===== src/rtl/sa_result_drain.sv =====
// sa_result_drain: snapshots one output row of the systolic array core,
// acknowledges it with a single-cycle outread pulse, then serializes the
// valid columns of that row onto a ready/valid stream in ascending order.
// Optional build macro SA_DRAIN_ROWCNT_EN adds a 16-bit wrapping row_count
// output that counts every capture, including flush captures.
module sa_result_drain #(
   parameter int ROWS     = 8,
   parameter int OUTWIDTH = 32
) (
   input  logic                      clk,
   input  logic                      rstn,
   input  logic [OUTWIDTH-1:0]       routport [0:ROWS-1],
   input  logic [0:ROWS-1]           rvalidport,
   output logic                      outread,
   input  logic                      flush,
   output logic [OUTWIDTH-1:0]       m_data,
   output logic [$clog2(ROWS)-1:0]   m_col,
   output logic                      m_last,
   output logic                      m_valid,
   input  logic                      m_ready,
   output logic                      busy
`ifdef SA_DRAIN_ROWCNT_EN
   ,output logic [15:0]              row_count
`endif
);

   localparam int CW = $clog2(ROWS);

   typedef enum logic {IDLE, SEND} state_t;

   state_t              state;
   logic [OUTWIDTH-1:0] snap [0:ROWS-1];
   logic [0:ROWS-1]     mask;

   logic                capture;
   logic [CW-1:0]       first_col;
   logic [0:ROWS-1]     rem_mask;
   logic [CW-1:0]       next_col;

   // Index of the lowest-numbered set bit; zero when the mask is empty.
   function automatic logic [CW-1:0] low_idx(input logic [0:ROWS-1] m);
      low_idx = '0;
      for (int i = ROWS-1; i >= 0; i--) begin
         if (m[i]) low_idx = CW'(i);
      end
   endfunction

   // Copy of the mask with one column removed.
   function automatic logic [0:ROWS-1] clear_bit(input logic [0:ROWS-1] m,
                                                 input logic [CW-1:0]  idx);
      clear_bit      = m;
      clear_bit[idx] = 1'b0;
   endfunction

   // Capture decision and next-column lookahead so every output can be registered.
   always_comb begin
      capture   = (state == IDLE) &&
                  ((&rvalidport) || (flush && (|rvalidport)));
      first_col = low_idx(rvalidport);
      rem_mask  = clear_bit(mask, m_col);
      next_col  = low_idx(rem_mask);
   end

   // Row FSM: snapshot on capture, then walk the remaining mask one beat per handshake.
   always_ff @(posedge clk or negedge rstn) begin
      if (!rstn) begin
         state   <= IDLE;
         snap    <= '{default: '0};
         mask    <= '0;
         outread <= 1'b0;
         m_valid <= 1'b0;
         m_last  <= 1'b0;
         m_data  <= '0;
         m_col   <= '0;
         busy    <= 1'b0;
      end else begin
         outread <= 1'b0;
         case (state)
            IDLE: begin
               if (capture) begin
                  snap    <= routport;
                  mask    <= rvalidport;
                  m_col   <= first_col;
                  m_data  <= routport[first_col];
                  m_last  <= (clear_bit(rvalidport, first_col) == '0);
                  m_valid <= 1'b1;
                  busy    <= 1'b1;
                  outread <= 1'b1;
                  state   <= SEND;
               end
            end
            SEND: begin
               if (m_valid && m_ready) begin
                  if (m_last) begin
                     mask    <= '0;
                     m_valid <= 1'b0;
                     m_last  <= 1'b0;
                     busy    <= 1'b0;
                     state   <= IDLE;
                  end else begin
                     mask   <= rem_mask;
                     m_col  <= next_col;
                     m_data <= snap[next_col];
                     m_last <= (clear_bit(rem_mask, next_col) == '0);
                  end
               end
            end
            default: state <= IDLE;
         endcase
      end
   end

`ifdef SA_DRAIN_ROWCNT_EN
   // Count captured rows; wraps naturally at 16 bits.
   always_ff @(posedge clk or negedge rstn) begin
      if (!rstn) row_count <= '0;
      else if (capture) row_count <= row_count + 16'd1;
   end
`endif

endmodule


===== config.mk =====
export PLATFORM = sky130hd
export DESIGN_NAME = sa_result_drain
export DESIGN_NICKNAME = d
export VERILOG_FILES = /design/src/rtl/sa_result_drain.sv
export SDC_FILE = /design/constraint.sdc
export NUM_CORES = 1
export LEC_CHECK = 0
export BUFFER_PORTS_ARGS = -buffer_cell sky130_fd_sc_hd__buf_2
export CAP_MARGIN = 10
export CELL_PAD_IN_SITES_DETAIL_PLACEMENT = 1
export CELL_PAD_IN_SITES_GLOBAL_PLACEMENT = 1
export CORE_ASPECT_RATIO = 1.4
export CORE_UTILIZATION = 43
export CTS_CLUSTER_SIZE = 14
export DETAILED_ROUTE_END_ITERATION = 7
export GPL_TIMING_DRIVEN = 0
export PLACE_DENSITY_LB_ADDON = 0.3
export SLEW_MARGIN = 20
export SYNTH_ARGS = -nofsm -noshare
export SYNTH_HDL_FRONTEND = slang
export SYNTH_SLANG_ARGS = --single-unit

===== constraint.sdc =====
create_clock -name clk -period 2.7 [get_ports clk]
set_input_delay 0.135 -clock clk [delete_from_list [all_inputs] [get_ports clk]]
set_output_delay 0.135 -clock clk [all_outputs]
set_load 0.01 [all_outputs]

==> results.json <==
{
  "synth_edf_count": 0,
  "synth_seq_cells": 303,
  "wl_met2_mm": 42.15,
  "fp.dieW_um": 166.9,
  "skew_ps": 18.09,
  "vias": 18983,
  "finalMaxSlewViolations": 0,
  "synthCells": 1804,
  "synth_largest_area_cell": "dfrtp_1",
  "cap_violations": 0,
  "worstPathMaxFanout": 10,
  "rsz0062_at_grt": "yes",
  "port_buffers": 302,
  "syn_avg_cell_area_sq_um": 9.070,
  "finalPower_w": 0.01063,
  "root_buffer": "clkbuf_16",
  "die_area_sq_mm": 0.03885,
  "max_freq_mhz": 372.6,
  "routed_wl_mm": 91.96,
  "ys_seq_area_share_pct": 46.34,
  "synth_nets": 2072,
  "final_util_pct": 60.82,
  "start_util_pct": 43.61,
  "finalCriticalPeriod_ps": 2684,
  "placeableCoreArea_sq_mm": 0.03752,
  "ff_latch_area_sq_mm": 0.007584,
  "gp_congestion": 0.9337,
  "status": "finished clean",
  "path_class": "flip-flop to flip-flop",
  "rr_worst_depth": 10,
  "leakage_nw": 11.45,
  "ys_warn_count": 0,
  "final_common_cell": "nand2_1",
  "grt_pass1_vias": 20414,
  "cts.path.max_buffers": 3,
  "overflow": 0,
  "hold_viol_final": 0,
  "grtUsageTotal_pct": 47.19,
  "grt_max_degree": 93,
  "relSlewSlack_pct": 15.49,
  "yosys.area_share.simple_pct": 20.67,
  "multi_input_area_sq_mm": 0.008411,
  "fin_crit_sh_pct": 99.41,
  "ys_top_cells_by_area": "dfrtp_1 (46%), nand2_1 (15%), mux2_2 (9.4%)",
  "path_cells": "buf_6, buf_4, mux2i_4, a21oi_4, buf_6, nor3_2, clkbuf_4, a221oi_1, o21ai_1, o21a_1",
  "min_path_type": "input port to flip-flop",
  "yosysTopAreaCellShare_pct": 46.34,
  "wl_met1_mm": 31.07,
  "max_slew.worst_pin.slew_ps": 1268,
  "clock-sinks": 303,
  "synthMuxAreaShare_pct": 16.21,
  "ant_nets": 0,
  "holdPathStages": 3,
  "peakVddDrop_uv": 448.8,
  "slowest_delay_ps": 390,
  "boundaryPins": 307,
  "die_h_um": 232.8,
  "drc": 0,
  "path_clk_slew_ps": 60,
  "dominantRegCellSynth": "dfrtp_1",
  "async_flop_share_pct": 100.0,
  "first_pass_iters": 5,
  "end_kind": "flip-flop",
  "finalInstanceArea_sq_mm": 0.02282,
  "cts_made_buffers": 34,
  "power.density_mw_per_mm2": 466.0,
  "row_count": 84,
  "n_fill_cell": 4272,
  "cpMaxStageDelayCell": "a221oi_1",
  "synth_top_family_by_area": "simple AND/OR/NAND/NOR gates",
  "dpl_cell_area_sq_mm": 0.01856,
  "final_cell_mix": "nand2_1 (660), buf_2 (319), dfrtp_1 (302)",
  "drt_first_iter_violations": 1931,
  "synth-adder-area-share_pct": 0,
  "top_layer": "met5",
  "synth_xor_area_share_pct": 0,
  "syn_to_final_growth_pct": 39.48,
  "dr_wl_met3_mm": 9.501,
  "wl_per_cell_um": 31.46,
  "synthesis.area_sq_mm": 0.01636,
  "antenna_found_initial": 14,
  "worstPathRequired_ps": 3140,
  "drive_gt1_share_pct": 27.40,
  "clkLatencyLatePin_ps": 550,
  "holdWs_ps": 17.09,
  "worstPathArrival_ps": 3120,
  "h-tree-depth": 2,
  "cts_tree": "done",
  "cp-start-kind": "flip-flop",
  "setup_viol": 0,
  "fin_nets": 2683,
  "hpwl_mm": 55.88,
  "synth-compound-area-share_pct": 12.76,
  "synth_cell_types": 66,
  "routed_via_density": 6.494,
  "crit_path_frequent_cell": "buf_6",
  "grt_pass1_wl_mm": 132.2
}
==> layout make-up <==
type                       count  share of cell area (%)
multi-input combinational   1357                   36.85
clock inverter                 8                  0.2961
antenna                       12                  0.1316
clock buffer                  51                   4.507
timing repair buffer         577                   18.83
buffer                       135                   3.448
tap                          473                   2.593
sequential                   303                   33.23
inverter                       7                  0.1151
==> per-layer routing <==
metal / vias to the layer above / track usage [%]
met1: 9318 / 50.98
met5: - / 0
met3: 626 / 14.88
li1: 7519 / -
met4: 8 / 41.03
met2: 1512 / 75.14
==> sequential cells by signal, summed over array words and instances (netlist names) <==
name,count
busy,1
m_col,3
m_data,32
m_last,1
mask,8
outread,1
snap,256
state,1
==> repair_timing <==
| item | CTS | global route |
|---|---|---|
| setup endpoints to repair | 58 | 164 |
| gates cloned | 0 | 0 |
| endpoints found under the hold margin | 322 | 0 |
| gates resized for setup | 81 | 100 |
| setup buffers | 4 | 8 |
| hold buffers | 260 | 0 |
| pin swaps | 6 | 10 |
==> synth_stat cells (all sizes together) (8+ instances only) <==
library cell / instances
nand2: 664
dfrtp: 303
mux2: 138
clkbuf: 86
mux2i: 85
buf: 51
nand3: 51
o21ai: 49
nor2: 44
a21oi: 36
o22ai: 35
a31oi: 29
and3: 26
a32oi: 17
a21o: 16
a221oi: 15
a41oi: 13
nor3: 12
o22a: 12
mux4: 11
a21boi: 9
a311oi: 9
a211oi: 8
a41o: 8
==> report_power, final <==
group	switching, W	internal, W	total, W	leakage, nW
logic	0.000693	0.000579	0.00127	6.68
clock network	0.00209	0.00273	0.00482	0.540
registers	0	0.00454	0.00454	4.23
total	0.00278	0.00785	0.0106	11.4
==> per-stage QoR <==
step | worst slack (ps) | cells | setup TNS (ps)
floorplan | 300.8 | 1804 | 0
global route | -23.07 | 2918 | -59.26
detailed placement | -793.9 | 2582 | -49820
finish | 15.91 | 2923 | 0
CTS | -3.069 | 2903 | -3.069
global placement | -4489 | 2579 | -1390480
==> worst max-delay path: cells and delay by family (launching register included) <==
family / cells / cell delay (ps)
AO/OA/AOI/OAI: 4 / 1120
buffers and inverters: 4 / 780
flip-flops: 1 / 380
multiplexers: 1 / 200
AND/OR/NAND/NOR: 1 / 90
==> logic make-up after synthesis <==
| logic type | after synthesis |
|---|---|
| buffers and inverters | 144 |
| DFF | 303 |
| and+or+nand+nor | 830 |
| muxes | 234 |
| AOI/OAI and AO/OA | 293 |
==> path summary, 6_finish.rpt <==
| check | from | end | slack, ps |
|---|---|---|---|
| worst max-delay path | m_col[0] | m_data[25] | 20 |
| worst max register to register | m_col[0] | m_data[25] | 20 |
| min in group asynchronous | rstn | snap[107] | 150 |
| max in group asynchronous | rstn | snap[35] | 1220 |
| worst min register to register | snap[161] | snap[161] | 480 |
| worst min-delay path | rvalidport[6] | mask[6] | 20 |
No activity file was read; power rests on OpenSTA's default activity.
